## src/rtl/zout_pkg.sv

```systemverilog
// Shared types and default widths for the output-store sequencer.
//   zout_state_e : two-state job FSM encoding (IDLE / RUN)
//   ZOUT_*       : default parameter values for zout_store_ctrl
package zout_pkg;

    typedef enum logic {ZOUT_IDLE, ZOUT_RUN} zout_state_e;

    localparam int unsigned ZOUT_DEPTH_W      = 7;
    localparam int unsigned ZOUT_TAPU_DEPTH_W = 4;
    localparam int unsigned ZOUT_N_TAPU       = 8;

endpackage

```

## src/rtl/zout_wrap_cnt.sv

```systemverilog
// Wrapping counter with load, enable and a wrap flag.
//   clk, rst_n : clock, asynchronous active-low reset (count clears to 0)
//   ld, ld_val : load ld_val (has priority over en)
//   en         : advance; wraps to 0 when at_wrap is high
//   limit      : terminal count when MOD == 0
//   cnt        : current count
//   at_wrap    : count is at its terminal value (limit, or MOD-1 in modulo mode)
// A zero MOD selects a run-time limit; a nonzero MOD makes it a fixed modulo-MOD counter.
module zout_wrap_cnt #(
    parameter int unsigned W   = 4,
    parameter int unsigned MOD = 0
) (
    input  logic         clk,
    input  logic         rst_n,
    input  logic         ld,
    input  logic [W-1:0] ld_val,
    input  logic         en,
    input  logic [W-1:0] limit,
    output logic [W-1:0] cnt,
    output logic         at_wrap
);

    localparam int unsigned   LAST_I   = (MOD > 0) ? MOD - 1 : 0;
    localparam logic [W-1:0]  MOD_LAST = W'(LAST_I);

    logic [W-1:0] cnt_q;
    logic [W-1:0] cnt_d;

    always_comb begin
        at_wrap = (MOD == 0) ? (cnt_q == limit) : (cnt_q == MOD_LAST);
        cnt_d   = cnt_q;
        if (ld) begin
            cnt_d = ld_val;
        end else if (en) begin
            cnt_d = at_wrap ? '0 : cnt_q + 1'b1;
        end
    end

    always_ff @(posedge clk or negedge rst_n) begin
        if (!rst_n) begin
            cnt_q <= '0;
        end else begin
            cnt_q <= cnt_d;
        end
    end

    assign cnt = cnt_q;

endmodule

```

## src/rtl/zout_store_ctrl.sv

```systemverilog
// Output-store sequencer: on a start request issues store_depth+1 store beats
// with ready/valid backpressure, stepping the target TAPU every
// store_tapu_depth+1 accepted beats (modulo N_TAPU).
//   clk, rst_n        : clock, asynchronous active-low reset
//   zout_start        : job request, sampled only while idle
//   zout_abort        : synchronous job cancel (blocks a same-cycle start)
//   store_depth       : beats per job minus 1   (latched at start)
//   store_tapu_depth  : beats per TAPU minus 1  (latched at start)
//   tapu_base         : first TAPU index        (latched at start, 0 if out of range)
//   store_ready       : downstream accepts the current beat
//   psu_store_en      : beat valid
//   store_last        : current beat is the final beat of the job
//   tapu_store_idx    : TAPU targeted by current beat
//   zout_busy         : job in progress
//   zout_done         : one-cycle pulse the cycle after the final beat
module zout_store_ctrl import zout_pkg::*; #(
    parameter  int unsigned DEPTH_W      = ZOUT_DEPTH_W,
    parameter  int unsigned TAPU_DEPTH_W = ZOUT_TAPU_DEPTH_W,
    parameter  int unsigned N_TAPU       = ZOUT_N_TAPU,
    localparam int unsigned IDX_W        = $clog2(N_TAPU)
) (
    input  logic                    clk,
    input  logic                    rst_n,
    input  logic                    zout_start,
    input  logic                    zout_abort,
    input  logic [DEPTH_W-1:0]      store_depth,
    input  logic [TAPU_DEPTH_W-1:0] store_tapu_depth,
    input  logic [IDX_W-1:0]        tapu_base,
    input  logic                    store_ready,
    output logic                    psu_store_en,
    output logic                    store_last,
    output logic [IDX_W-1:0]        tapu_store_idx,
    output logic                    zout_busy,
    output logic                    zout_done
);

    zout_state_e state_q, state_d;

    logic [DEPTH_W-1:0]      depth_q, depth_d;
    logic [TAPU_DEPTH_W-1:0] tdepth_q, tdepth_d;
    logic                    done_q, done_d;

    logic                    run;
    logic                    beat;
    logic                    start_acc;
    logic                    last_beat;
    logic                    cnt_clr;
    logic                    cnt_en;
    logic                    idx_en;
    logic [IDX_W-1:0]        idx_ld_val;

    logic [DEPTH_W-1:0]      cnt_beat;
    logic                    beat_wrap;
    logic [TAPU_DEPTH_W-1:0] cnt_tapu;
    logic                    tapu_wrap;
    logic [IDX_W-1:0]        idx;
    logic                    idx_wrap;

    // Handshake and control decode. Abort overrides a simultaneous beat for
    // counter purposes: the counters simply clear instead of advancing.
    always_comb begin
        run        = (state_q == ZOUT_RUN);
        beat       = run & store_ready;
        start_acc  = ~run & zout_start & ~zout_abort;
        last_beat  = beat & beat_wrap & ~zout_abort;
        cnt_clr    = start_acc | (run & zout_abort) | last_beat;
        cnt_en     = beat & ~zout_abort;
        idx_en     = cnt_en & tapu_wrap;
        idx_ld_val = (32'(tapu_base) < N_TAPU) ? tapu_base : '0;
        depth_d    = start_acc ? store_depth : depth_q;
        tdepth_d   = start_acc ? store_tapu_depth : tdepth_q;
        done_d     = last_beat;
    end

    // Next-state logic
    always_comb begin
        state_d = state_q;
        case (state_q)
            ZOUT_IDLE: if (zout_start && !zout_abort)  state_d = ZOUT_RUN;
            ZOUT_RUN:  if (zout_abort || last_beat)    state_d = ZOUT_IDLE;
            default:                                   state_d = ZOUT_IDLE;
        endcase
    end

    // State and job registers
    always_ff @(posedge clk or negedge rst_n) begin
        if (!rst_n) begin
            state_q  <= ZOUT_IDLE;
            depth_q  <= '0;
            tdepth_q <= '0;
            done_q   <= 1'b0;
        end else begin
            state_q  <= state_d;
            depth_q  <= depth_d;
            tdepth_q <= tdepth_d;
            done_q   <= done_d;
        end
    end

    zout_wrap_cnt #(.W(DEPTH_W), .MOD(0)) u_cnt_beat (
        .clk     (clk),
        .rst_n   (rst_n),
        .ld      (cnt_clr),
        .ld_val  ('0),
        .en      (cnt_en),
        .limit   (depth_q),
        .cnt     (cnt_beat),
        .at_wrap (beat_wrap)
    );

    zout_wrap_cnt #(.W(TAPU_DEPTH_W), .MOD(0)) u_cnt_tapu (
        .clk     (clk),
        .rst_n   (rst_n),
        .ld      (cnt_clr),
        .ld_val  ('0),
        .en      (cnt_en),
        .limit   (tdepth_q),
        .cnt     (cnt_tapu),
        .at_wrap (tapu_wrap)
    );

    // TAPU index only reloads at start; its value after a job is irrelevant.
    zout_wrap_cnt #(.W(IDX_W), .MOD(N_TAPU)) u_tapu_idx (
        .clk     (clk),
        .rst_n   (rst_n),
        .ld      (start_acc),
        .ld_val  (idx_ld_val),
        .en      (idx_en),
        .limit   ('0),
        .cnt     (idx),
        .at_wrap (idx_wrap)
    );

    // Output logic: valid is purely a function of state, never of store_ready.
    always_comb begin
        psu_store_en   = run;
        zout_busy      = run;
        store_last     = run & beat_wrap;
        tapu_store_idx = idx;
        zout_done      = done_q;
    end

    logic unused_ok;
    assign unused_ok = ^{cnt_beat, cnt_tapu, idx_wrap};

endmodule

```

## config.mk

```make
export PLATFORM = sky130hd
export DESIGN_NAME = zout_store_ctrl
export DESIGN_NICKNAME = d
export VERILOG_FILES = /design/src/rtl/zout_pkg.sv /design/src/rtl/zout_wrap_cnt.sv /design/src/rtl/zout_store_ctrl.sv
export SDC_FILE = /design/constraint.sdc
export NUM_CORES = 1
export LEC_CHECK = 0
export BUFFER_PORTS_ARGS = -buffer_cell sky130_fd_sc_hd__buf_4
export CAP_MARGIN = 5
export CORE_MARGIN = 2
export CORE_UTILIZATION = 44
export CTS_CLUSTER_DIAMETER = 100
export DETAILED_ROUTE_END_ITERATION = 7
export PLACE_DENSITY = 0.68
export SETUP_SLACK_MARGIN = 0.05
export SLEW_MARGIN = 0
export SYNTH_ARGS = -nofsm -noshare
export SYNTH_HDL_FRONTEND = slang
export SYNTH_SLANG_ARGS = --single-unit
```

## constraint.sdc

```tcl
create_clock -name clk -period 1.4 [get_ports clk]
set_input_delay 0.21 -clock clk [delete_from_list [all_inputs] [get_ports clk]]
set_output_delay 0.21 -clock clk [all_outputs]
set_load 0.02 [all_outputs]
```

==> results.sh, run 1 <==
export IMPL_dpl_cell_count=194
export IMPL_grt_max_degree=28
export IMPL_portBuffers=25
export IMPL_worstHoldPathCells=2
export IMPL_initial_core_util_pct=45.4
export IMPL_ys_types=29
export IMPL_ff2ff_setup_slack_ns=-0.29
export IMPL_drc=0
export IMPL_crit_type="reg -> out"
export IMPL_die_area_sq_um=3560
export IMPL_critPathMaxFanout=2
export IMPL_grt_pass1_vias=1103
export IMPL_first_iter_violations=29
export IMPL_synthFlopType="dfrtp_1"
export IMPL_setup_viol=26
export IMPL_crit_path_end_kind="output port"
export IMPL_vias=1123
export IMPL_wl_per_cell_microns=14.6
export IMPL_fill_cells=232
export IMPL_cellPowerDensity_nw_per_um2=1140
export IMPL_hp_class="in -> reg"
export IMPL_drv_cap=0
export IMPL_cts_sinks=27
export IMPL_max_stage_delay_ns=0.45
export IMPL_outcome="finished with violations"
export IMPL_ys_seq_elements=27
export IMPL_final_cell_count_no_fill=210
export IMPL_yosysWarnings=0
export IMPL_r2r_start="depth_q[1]"
export IMPL_area_delta_synth_final_pct=48.6
export IMPL_via_per_inst=5.35
export IMPL_violations="negative setup slack"
export IMPL_timing_final_ws_setup_ns=-0.350
export IMPL_nets=201
export IMPL_gp_congestion=0.745
export IMPL_place_ws_ns=-0.152
export IMPL_worstHoldEndpoint="tdepth_q[0]"
export IMPL_core_area_sq_um=3000
export IMPL_fin_crit_sh_pct=125
export IMPL_clockBufferDepth=2
export IMPL_rsz0062_at_grt="true"
export IMPL_grt_ovfl_total=0
export IMPL_fmax_mhz=571
export IMPL_ir_worst_vdd_mv=0.611
export IMPL_cp_slowest_cell="dfrtp_1"
export IMPL_worst_r2r_path_depth=7
export IMPL_synth_nets=147
export IMPL_worst_path_buf_inv=1
export IMPL_clock_latency_ns=0.33
export IMPL_ant_nets=0
export IMPL_slew_violations=0
export IMPL_p_leak_nw=0.964
export IMPL_wirelength_microns=3070
export IMPL_period_needed_ns=1.75
export IMPL_cp_start_kind="register"
export IMPL_boundaryPins=26
export IMPL_crit_chain="xnor2_2, nand4_2, nor2_2, and2_4, buf_6"
export IMPL_die_w_microns=59.7
export IMPL_ys_seq_area_share_pct=49.5
export IMPL_worst_pin_slew_ns=0.341
export IMPL_synthCells=124
export IMPL_avgSynthCellArea_sq_um=11.0
export IMPL_reg2reg_to="u_cnt_beat.cnt[4]"
export IMPL_dpl_cell_area_sq_um=1690
export IMPL_floorplan_rows=20
export IMPL_die_h_microns=59.7
export IMPL_cts_buffers=3
export IMPL_cts_root_buf="clkbuf_4"
export IMPL_antenna_found_initial=0
export IMPL_grt_pass1_wl_microns=4990
export IMPL_htreeDepth=1
export IMPL_tritoncts="done"
export IMPL_drive_gt1_share_pct=50.3
export IMPL_hpwlAfterDp_microns=1960
export IMPL_timing_setup_tns_ns=-3.34
export IMPL_synth_edff_count=0
export IMPL_skew_ns=0.0121
export IMPL_grt_util_all_layers_pct=19.0
export IMPL_diodes=0
export IMPL_hold_violations=0
export IMPL_dr_pass1_iters=4
export IMPL_hp_start="store_tapu_depth[0]"
export IMPL_synthArstFlopShare_pct=100
export IMPL_clk_pin_slew_ns=0.16
export IMPL_slew_headroom_pct=77.2
export IMPL_cp_top_family="simple AND/OR/NAND/NOR gates"
export IMPL_required_ns=1.19
export IMPL_cp_arrival_ns=1.54
export IMPL_netlist_area_sq_um=1360
export IMPL_fin_area_sq_um=2030
==> cell usage in the layout (no fill, tap or decap), drive strengths merged, types with 4 or more instances in the layout <==
cell	instances
ha	4
nand3	4
nor3	4
buf	50
xnor2	13
o21ai	9
nor2	9
mux2	11
dfrtp	27
nand2	13
nor3b	4
a21oi	5
==> kinds of logic (layout without fill, tap and decap cells) <==
| family | count (synthesis) | after routing | share of synthesized area [%] |
|---|---|---|---|
| AO/OA/AOI/OAI | 23 | 24 | 11.5 |
| flip-flops | 27 | 27 | 49.5 |
| adder cells (fa/ha/maj) | 4 | 4 | 3.67 |
| XOR/XNOR | 14 | 14 | 8.99 |
| multiplexers | 12 | 12 | 9.82 |
| buffers and inverters | 5 | 57 | 1.84 |
| AND/OR/NAND/NOR | 39 | 39 | 14.7 |
==> per-stage QoR <==
| stage | util [%] | hold WS (ns) | total power, mW |
|---|---|---|---|
| finish | 67.5 | 0.0899 | 2.30 |
| detailed placement | 56.3 | 0.147 | 1.69 |
| CTS | 63.2 | 0.0890 | 2.18 |
| global placement | 56.3 | 0.144 | 1.66 |
| global route | 67.5 | 0.0774 | 2.44 |
| floorplan | - | -0.0856 | 1.44 |
==> how the worst max path moves through the flow <==
stage,from,endpoint,slack (ns),depth (start not counted)
detailed placement,depth_q[0],u_cnt_beat.cnt[4],-0.15,5
global placement,depth_q[0],u_cnt_beat.cnt[3],-0.09,5
finish,depth_q[1],store_last,-0.35,5
CTS,depth_q[5],store_last,-0.32,5
global route,depth_q[1],store_last,-0.40,5
floorplan,u_cnt_beat.cnt[0],u_cnt_beat.cnt[3],-0.03,5
==> where the power goes <==
| group | total (mW) | switching [mW] | internal, mW |
|---|---|---|---|
| clock network | 0.350 | 0.242 | 0.107 |
| registers | 1.04 | 0.126 | 0.910 |
| logic | 0.917 | 0.400 | 0.517 |
==> cell type report <==
class / instances / area (sq um) / share of cell area (%)
sequential: 27 / 677 / 33.4
inverter: 2 / 7.51 / 0.370
tap: 33 / 41.3 / 2.04
timing repair buffer: 51 / 443 / 21.9
clock inverter: 1 / 5.00 / 0.247
clock buffer: 3 / 22.5 / 1.11
multi-input combinational: 93 / 831 / 41.0
==> cell usage after synthesis (all sizes together) (2+ instances only) <==
| cell | number | area, sq um |
|---|---|---|
| a21o | 3 | 22.5 |
| inv | 2 | 7.51 |
| a21oi | 5 | 25.0 |
| and2 | 2 | 12.5 |
| nand3 | 4 | 25.0 |
| a211o | 2 | 17.5 |
| nand2 | 13 | 48.8 |
| nand4 | 2 | 18.8 |
| ha | 4 | 50.1 |
| nor2 | 9 | 33.8 |
| nor3 | 4 | 20.0 |
| buf | 3 | 17.5 |
| nor3b | 4 | 35.0 |
| o21ai | 8 | 51.3 |
| o22ai | 2 | 12.5 |
| xnor2 | 13 | 114 |
| dfrtp | 27 | 676 |
| mux2 | 11 | 124 |
==> repair_timing <==
item	in CTS	in global routing
pin swaps	6	5
endpoints found under the hold margin	27	0
setup endpoints to repair	27	29
resized for setup	26	20
hold buffers	1	0
setup buffers	6	3
gates cloned	2	0
==> metal layers <==
| layer | vias to the layer above | routed length, microns | track usage (%) |
|---|---|---|---|
| li1 | 544 | - | - |
| met1 | 540 | 1330 | 24.3 |
| met2 | 29 | 1570 | 31.7 |
| met3 | 10 | 104 | 3.68 |
| met4 | 0 | 66 | 7.30 |
| met5 | - | 0 | 0 |
==> flip-flops by register name (all words and copies together) (netlist names) <==
signal          flops
u_tapu_idx.cnt      3
u_cnt_tapu.cnt      4
u_cnt_beat.cnt      7
tdepth_q            4
depth_q             7
zout_done           1
psu_store_en        1
Note: power is estimated with default switching activity, not from simulation.
==> run 2, diff against run 1 <==
--- a/config.mk
+++ b/config.mk
@@ -7,7 +7,6 @@
 export LEC_CHECK = 0
 export BUFFER_PORTS_ARGS = -buffer_cell sky130_fd_sc_hd__buf_4
 export CAP_MARGIN = 5
-export CORE_MARGIN = 2
 export CORE_UTILIZATION = 44
 export CTS_CLUSTER_DIAMETER = 100
 export DETAILED_ROUTE_END_ITERATION = 7
==> constraint.sdc (replaced) <==
create_clock -name clk -period 1.5 [get_ports clk]
set_input_delay 0.225 -clock clk [delete_from_list [all_inputs] [get_ports clk]]
set_output_delay 0.225 -clock clk [all_outputs]
set_load 0.02 [all_outputs]
==> run 2 against run 1 <==
The flow finishes with violations (design-rule violations, negative setup slack). Count of clock-buffer cells in the layout rose by 1. Non-clock buffer count fell by 9. Register-to-register slack improved by 0.14 ns. Routed wire length fell by 13%. Sequential power fell by 8%. Sequential share of layout area rose by 4.1 points. First-iteration DRC count fell by 38%. Global-route usage fell by 1.8 points. Clock skew fell by 0.011 ns. Via count fell by 6.7%.
==> results.sh, run 2 (synthesis results as in run 1) <==
export IMPL_portBuffers=25
export IMPL_first_iter_violations=18
export IMPL_cts_buffers=3
export IMPL_hp_start="store_tapu_depth[2]"
export IMPL_layout_cells_most_common="buf_4"
export IMPL_ff2ff_setup_slack_ns=-0.15
export IMPL_tritoncts="done"
export IMPL_grt_busiest_layer="met2"
export IMPL_worst_pin_slew_ns=0.398
export IMPL_required_ns=1.27
export IMPL_setup_viol=8
export IMPL_clock_latency_ns=0.32
export IMPL_grt_util_all_layers_pct=17.2
export IMPL_die_h_microns=57.7
export IMPL_grtUsageMet2_pct=29.9
export IMPL_crit_type="reg -> out"
export IMPL_p_leak_nw=0.827
export IMPL_diodes=0
export IMPL_dr_pass1_iters=6
export IMPL_htreeDepth=1
export IMPL_grt_ovfl_total=0
export IMPL_worst_r2r_path_depth=6
export IMPL_core_area_sq_um=2850
export IMPL_ir_worst_vdd_mv=0.619
export IMPL_vias=1048
export IMPL_period_needed_ns=1.70
export IMPL_drv_cap=0
export IMPL_fin_crit_sh_pct=113
export IMPL_crit_path_end_kind="output port"
export IMPL_gp_congestion=0.853
export IMPL_max_stage_delay_ns=0.43
export IMPL_slew_violations=0
export IMPL_p_total_mw=1.93
export IMPL_timing_final_ws_setup_ns=-0.199
export IMPL_wl_per_cell_microns=13.5
export IMPL_violations="design-rule violations, negative setup slack"
export IMPL_die_w_microns=57.7
export IMPL_wirelength_microns=2680
export IMPL_antenna_found_initial=0
export IMPL_ant_nets=0
export IMPL_outcome="finished with violations"
export IMPL_most_common_layout_cells="38 x buf_4, 27 x dfrtp_1, 13 x nand2_1"
export IMPL_slew_headroom_pct=73.4
export IMPL_grt_max_degree=28
export IMPL_drive_gt1_share_pct=42.5
export IMPL_skew_ns=0.000827
export IMPL_reg2reg_to="u_cnt_beat.cnt[4]"
export IMPL_hold_violations=0
export IMPL_cts_root_buf="clkbuf_4"
export IMPL_die_area_sq_um=3330
export IMPL_crit_chain="xnor2_2, nand4_2, nor2_2, and2_1, buf_6"
export IMPL_r2r_start="depth_q[5]"
export IMPL_area_delta_synth_final_pct=32.2
export IMPL_cp_arrival_ns=1.47
export IMPL_worstHoldEndpoint="tdepth_q[2]"
export IMPL_boundaryPins=26
export IMPL_cellPowerDensity_nw_per_um2=1070
export IMPL_timing_setup_tns_ns=-0.679
export IMPL_worstHoldPathCells=2
export IMPL_clockBufferDepth=2
export IMPL_fmax_mhz=589
export IMPL_clk_pin_slew_ns=0.14
export IMPL_grt_pass1_wl_microns=4460
export IMPL_fin_hold_ws_ns=0.121
export IMPL_grt_pass1_vias=1074
export IMPL_via_per_inst=5.29
export IMPL_hpwlAfterDp_microns=2000
export IMPL_cp_slowest_cell="dfrtp_1"
export IMPL_rsz0062_at_grt="true"
export IMPL_hp_class="in -> reg"
export IMPL_gr_usage_met1_pct=22.8
export IMPL_critPathMaxFanout=2
export IMPL_cp_start_kind="register"
export IMPL_initial_core_util_pct=47.8
export IMPL_floorplan_rows=19
export IMPL_drc=3
export IMPL_cts_sinks=27
export IMPL_nets=191
export IMPL_met3_usage_pct=2.01
## run 2: metal layers
| layer | up-vias | wire, microns |
|---|---|---|
| li1 | 522 | - |
| met1 | 502 | 1250 |
| met2 | 20 | 1310 |
| met3 | 4 | 89 |
| met4 | 0 | 33 |
| met5 | - | 0 |
## run 2: final cells by class
class                           count  area [sq um]
Multi-Input combinational cell     92           726
Fill cell                         252          1050
Inverter                            2          7.51
Clock buffer                        4          26.3
Tap cell                           31          38.8
Timing Repair Buffer               42           329
Sequential cell                    27           676
## run 2: worst max path at each step
stage,from,end,slack [ns],depth (start not counted)
floorplan,u_cnt_beat.cnt[2],u_cnt_beat.cnt[3],0.07,5
finish,depth_q[5],store_last,-0.20,5
CTS,depth_q[2],store_last,-0.21,5
detailed placement,depth_q[0],u_cnt_beat.cnt[4],-0.05,5
global route,depth_q[5],store_last,-0.29,5
global placement,depth_q[0],u_cnt_beat.cnt[3],0.0003,5
## run 2: critical path, delay by kind of cell (launching register included)
family / cells / cell delay [ns]
DFF: 1 / 0.43
and+or+nand+nor: 3 / 0.42
xor gates and xnor gates: 1 / 0.19
buffers and inverters: 1 / 0.11
## run 2: power by group
part / switching, mW / total (mW) / internal, mW
registers: 0.109 / 0.957 / 0.848
clock network: 0.214 / 0.318 / 0.104
logic: 0.299 / 0.658 / 0.359
total: 0.621 / 1.93 / 1.31
## run 2: metrics by stage
stage	cell area, sq um	setup WS (ns)	util, %	instances
global placement	1660	0.000299	58.3	189
floorplan	1360	0.0687	-	124
finish	1800	-0.199	63.2	198
CTS	1770	-0.209	61.9	197
global route	1800	-0.288	63.2	198
detailed placement	1660	-0.0545	58.3	189
## run 2: what timing repair did
| action | in CTS | in global routing |
|---|---|---|
| gates resized for setup | 9 | 6 |
| hold buffers | 1 | 0 |
| setup endpoints to repair | 15 | 19 |
| cloned | 0 | 0 |
| buffers inserted | 3 | 1 |
| endpoints found under the hold margin | 27 | 0 |
| pin swaps | 3 | 5 |
